<file path="src/rtl/max_result_serializer.sv">
// Serializes the final alignment max {score, row, col} into OUT_WIDTH-wide
// beats, LSB first, over a valid/ready handshake.
module max_result_serializer #(
    parameter int SCORE_WIDTH    = 10,
    parameter int ROW_BITS_WIDTH = 9,
    parameter int COL_BITS_WIDTH = 9,
    parameter int OUT_WIDTH      = 8
) (
    input  logic                      clk,
    input  logic                      rst,
    input  logic                      done_align,
    input  logic [SCORE_WIDTH-1:0]    max_score,
    input  logic [ROW_BITS_WIDTH-1:0] max_row,
    input  logic [COL_BITS_WIDTH-1:0] max_col,
    output logic [OUT_WIDTH-1:0]      out_data,
    output logic                      out_valid,
    input  logic                      out_ready,
    output logic                      out_last,
    output logic                      busy,
    output logic                      result_sent,
    output logic                      overrun
);

    localparam int REC_WIDTH = SCORE_WIDTH + ROW_BITS_WIDTH + COL_BITS_WIDTH;
    localparam int NUM_BEATS = (REC_WIDTH + OUT_WIDTH - 1) / OUT_WIDTH;
    localparam int PAD_WIDTH = NUM_BEATS * OUT_WIDTH;
    localparam int CNT_WIDTH = (NUM_BEATS > 1) ? $clog2(NUM_BEATS) : 1;
    localparam logic [CNT_WIDTH-1:0] LAST_BEAT = CNT_WIDTH'(NUM_BEATS - 1);

    typedef enum logic {
        IDLE = 1'b0,
        SEND = 1'b1
    } state_t;

    state_t                 state_q;
    state_t                 state_d;
    logic [PAD_WIDTH-1:0]   rec_q;
    logic [PAD_WIDTH-1:0]   rec_d;
    logic [CNT_WIDTH-1:0]   count_q;
    logic                   sent_q;
    logic                   overrun_q;
    logic                   at_last;
    logic                   xfer;
    logic [OUT_WIDTH-1:0]   beat_words [NUM_BEATS];

    // Record zero-extended to a whole number of beats so the top beat's spare MSBs read 0.
    always_comb begin
        rec_d = '0;
        rec_d[REC_WIDTH-1:0] = {max_score, max_row, max_col};
    end

    for (genvar i = 0; i < NUM_BEATS; i++) begin : g_beats
        assign beat_words[i] = rec_q[i*OUT_WIDTH +: OUT_WIDTH];
    end

    assign at_last = (count_q == LAST_BEAT);
    assign xfer    = (state_q == SEND) && out_ready;

    always_comb begin
        state_d = state_q;
        case (state_q)
            IDLE:    if (done_align) state_d = SEND;
            SEND:    if (out_ready && at_last) state_d = IDLE;
            default: state_d = IDLE;
        endcase
    end

    always_ff @(posedge clk) begin
        if (rst) begin
            state_q   <= IDLE;
            rec_q     <= '0;
            count_q   <= '0;
            sent_q    <= 1'b0;
            overrun_q <= 1'b0;
        end else begin
            state_q <= state_d;
            sent_q  <= xfer && at_last;
            if (state_q == IDLE && done_align) begin
                rec_q   <= rec_d;
                count_q <= '0;
            end else if (xfer) begin
                count_q <= at_last ? '0 : count_q + CNT_WIDTH'(1);
            end
            // A done_align that arrives while a result is still going out is lost.
            if (state_q == SEND && done_align) overrun_q <= 1'b1;
        end
    end

    always_comb begin
        out_data = '0;
        if (state_q == SEND) out_data = beat_words[count_q];
    end

    assign out_valid   = (state_q == SEND);
    assign out_last    = (state_q == SEND) && at_last;
    assign busy        = (state_q == SEND);
    assign result_sent = sent_q;
    assign overrun     = overrun_q;

endmodule
</file>
<file path="config.mk">
export PLATFORM = sky130hd
export DESIGN_NAME = max_result_serializer
export DESIGN_NICKNAME = d
export VERILOG_FILES = /design/src/rtl/max_result_serializer.sv
export SDC_FILE = /design/constraint.sdc
export NUM_CORES = 1
export LEC_CHECK = 0
export CAP_MARGIN = 20
export CELL_PAD_IN_SITES_DETAIL_PLACEMENT = 0
export CELL_PAD_IN_SITES_GLOBAL_PLACEMENT = 1
export CORE_MARGIN = 8
export CORE_UTILIZATION = 37
export CTS_BUF_LIST = sky130_fd_sc_hd__clkbuf_8
export CTS_CLUSTER_SIZE = 12
export DETAILED_ROUTE_END_ITERATION = 8
export PLACE_DENSITY_LB_ADDON = 0.12
export SYNTH_ARGS = -nofsm -noshare
export SYNTH_HDL_FRONTEND = slang
export SYNTH_SLANG_ARGS = --single-unit
</file>
<file path="constraint.sdc">
create_clock -name clk -period 2.7 [get_ports clk]
set_clock_uncertainty 0.1 [all_clocks]
set_input_delay 0.81 -clock clk [delete_from_list [all_inputs] [get_ports clk]]
set_output_delay 0.81 -clock clk [all_outputs]
set_load 0.05 [all_outputs]
</file>
==> results.md <==
- Synthesis-to-layout area growth: 42.8%
- CP max stage delay: ~0.45 ns
- PostCTS Resize Cnt: 0
- CTS tree: built
- Clk slew on worst S/H paths: about 0.060 ns
- Ys Warns: 0
- Critical path arrival: between 1.5 and 2 ns
- Worst path depth: 5
- Crit end category: output port
- Worst Tran Pin Value: roughly 0.50 ns
- # H-tree levels: 2
- DR WL/cell: between 10 and 15 µm
- Gr usage total: roughly 12%
- Largest net degree at the start of global routing: 34
- Req. time, crit path: roughly 1.8 ns
- Register area share after synthesis: a little under half
- Clock power share: 31.2%
- Final worst slack: roughly 0.22 ns
- Vias in the first global route: about 1,400
- Die width: just under 80 µm
- CTS Sinks: 33
- Die area: 6150 µm²
- Instance count of the mapped netlist: between 150 and 200
- Syn avg cell area: 8.10 µm²
- Worst setup slack for register-to-register paths: 1.30 ns
- Sequential Area: roughly 660 µm²
- Post-CTS Hold Buffers: 0
- CTS buffer count: 5
- Share of power burned in registers: between 50 and 60%
- DP Cell Count: between 200 and 300
- CP startpoint: count_q[0]
- RSZ-0062 raised after global routing: no
- Initial antenna violation count: 0
- Via-to-Cell Ratio: approximately 5
- NumNets Final: 254
- Mapped cell area: between 1000 and 1500 µm²
- GP Congestion: 0.741
- DR iter-0 viols: 65
- Post-layout util: about 55%
- First-pass detailed-route iteration total: 5
- Peak VDD IR: approximately 290 µV
- Max-Cap Viols: 0
- CTS Root Cell: clkbuf_8
- First-pass GRT wire length: between 6000 and 7000 µm
- Min Hold Slack: 0.356 ns
- IO buf count: 44
- Final Critical Period: approximately 2.5 ns
- Die Height: 78.4 µm
- PD cells: a little over 500 nW/µm²
- Worst R2R Path Depth: 5
- I/O Pins: 45
- Crit path max-delay cell type: dfxtp_1
- Antenna Cells: 0
- Fraction of layout cells with a size suffix above 1: a little under an eighth
- Switching share of power: between 20 and 30%
- CP Launch Type: flip-flop
- Synth Net Count: roughly 210
- Fmax achieved: roughly 0.4 GHz
- Worst hold path type: reg2reg
- Top cells by area, synth: dfxtp_1, nand2_1, a21oi_1
- Crit-path max FO: 8
- Vias: ~1,300
- Slew margin rel.: between 60% and 70%
- Most frequent cells in the layout: nand2_1, dfxtp_1, clkdlybuf4s50_1, a21oi_1, mux2i_1
- Multi-input logic area: approximately 690 µm²
- Num rows: 22
- Commonest non-fill, non-tap cell in the layout: nand2_1
- RR Endpoint: rec_q[15]
- FF-to-FF Start: busy
- WS Path Type: reg2out
- Synth Register Bits: 33
- Layout Cells excl Fill: approximately 270
- Post-CTS setup repair buffer count: 0
- Clk Latency, worst-skew pair: roughly 0.27 ns
- Combinational power share: between 10% and 20%
- CTS Buffer Depth: 2
- Fill count: roughly 370
- Crit path cell chain: buf_4 > mux2i_1 > o21ai_0 > and2_1 > buf_12
- Dpl ws: between 0.5 and 0.6 ns
- Final Cycle Share: between 90% and 100%
- Total grt overflow: 0
- P_sw: around 260 µW
- Final hold vios: 0
- Final Max Tran Viols: 0
- Yosys top cell area share: between 40% and 50%
- Placed wire-length estimate: 2650 µm
- CP Capture Point: out_data[4]
- Leak pwr: between 0.0007 and 0.0008 µW
- WP buf/inv: 2
- Total Wirelength: around 3600 µm
- Post-DRT Antenna Nets: 0
- Status: complete, no violations
- Internal power: around 780 µW
- DRC: 0
- Core footprint: ~3700 µm²
- # setup viols final: 0
- Crit-path leading delay family: flip-flops
- Initial Util: 38.8%
- Distinct cells, synth: 19
- Leading area contributor after synthesis: dfxtp_1
## metrics by stage
stage	area [µm²]	total power [µW]	setup TNS, ns
2_1_floorplan	1450	646	-0.317
5_1_grt	2060	1100	0
3_3_place_gp	1990	726	0
3_5_place_dp	1990	730	0
4_1_cts	2060	1060	0
6_report	2060	1040	0
## synth_stat cells
cell type / n
nand2b_1: 2
nor2b_1: 1
nor2_1: 6
buf_4: 6
a21oi_1: 29
buf_2: 1
dfxtp_1: 33
o22ai_1: 4
ha_1: 1
a32oi_1: 2
clkbuf_1: 5
nand3_1: 1
and2_1: 5
nand2_1: 57
nand3b_1: 4
buf_6: 3
nor3b_1: 1
mux2i_1: 13
o21ai_0: 4
## routing by layer
layer	vias up	GRT usage (%)	routed length (µm)
met5	-	0	0
met4	0	4.07	35
met3	5	5.13	237
met2	31	22.0	1790
met1	599	12.3	1500
li1	676	-	-
## cells by family after synthesis
group           share of synthesized area [%]
simple gates                             22.8
mux                                      9.02
buf+inv                                  7.11
compound gates                           14.4
fa+ha+maj                               0.867
flops                                    45.8
## worst register-to-register path, stage by stage, from the launching register on
cell and delay, ns:
dfxtp_1 0.36, buf_4 0.22, nand2b_1 0.12, buf_4 0.28
nand2_1 0.10, a21oi_1 0.15
## how the worst min path moves through the flow
stage / startpoint / endpoint / cells after the start
after CTS: rec_q[27] / rec_q[27] / 2
final: rec_q[2] / rec_q[2] / 2
after floorplan: rec_q[0] / rec_q[0] / 2
after global placement: rec_q[26] / rec_q[26] / 2
after global routing: rec_q[24] / rec_q[24] / 2
after detailed placement: rec_q[27] / rec_q[27] / 2
## state kept, by name, summed over array words and instances (netlist names)
register and flops:
rec_q 28, overrun 1, busy 1, result_sent 1, count_q 2
## final cells by class
class / count / area share, %
Multi-Input combinational cell: 130 / 33.4
Tap cell: 48 / 2.91
Clock inverter: 1 / 0.243
Timing Repair Buffer: 51 / 28.1
Clock buffer: 5 / 3.34
Sequential cell: 33 / 32.1
## power by group through the flow
stage               Clock, µW  Combinational, µW  Sequential (µW)
floorplan                   0                103              542
detailed placement          0                190              540
global route              363                206              532
finish                    325                188              529
CTS                       339                191              529
global placement            0                186              539
No activity file was read; power rests on OpenSTA's default activity.
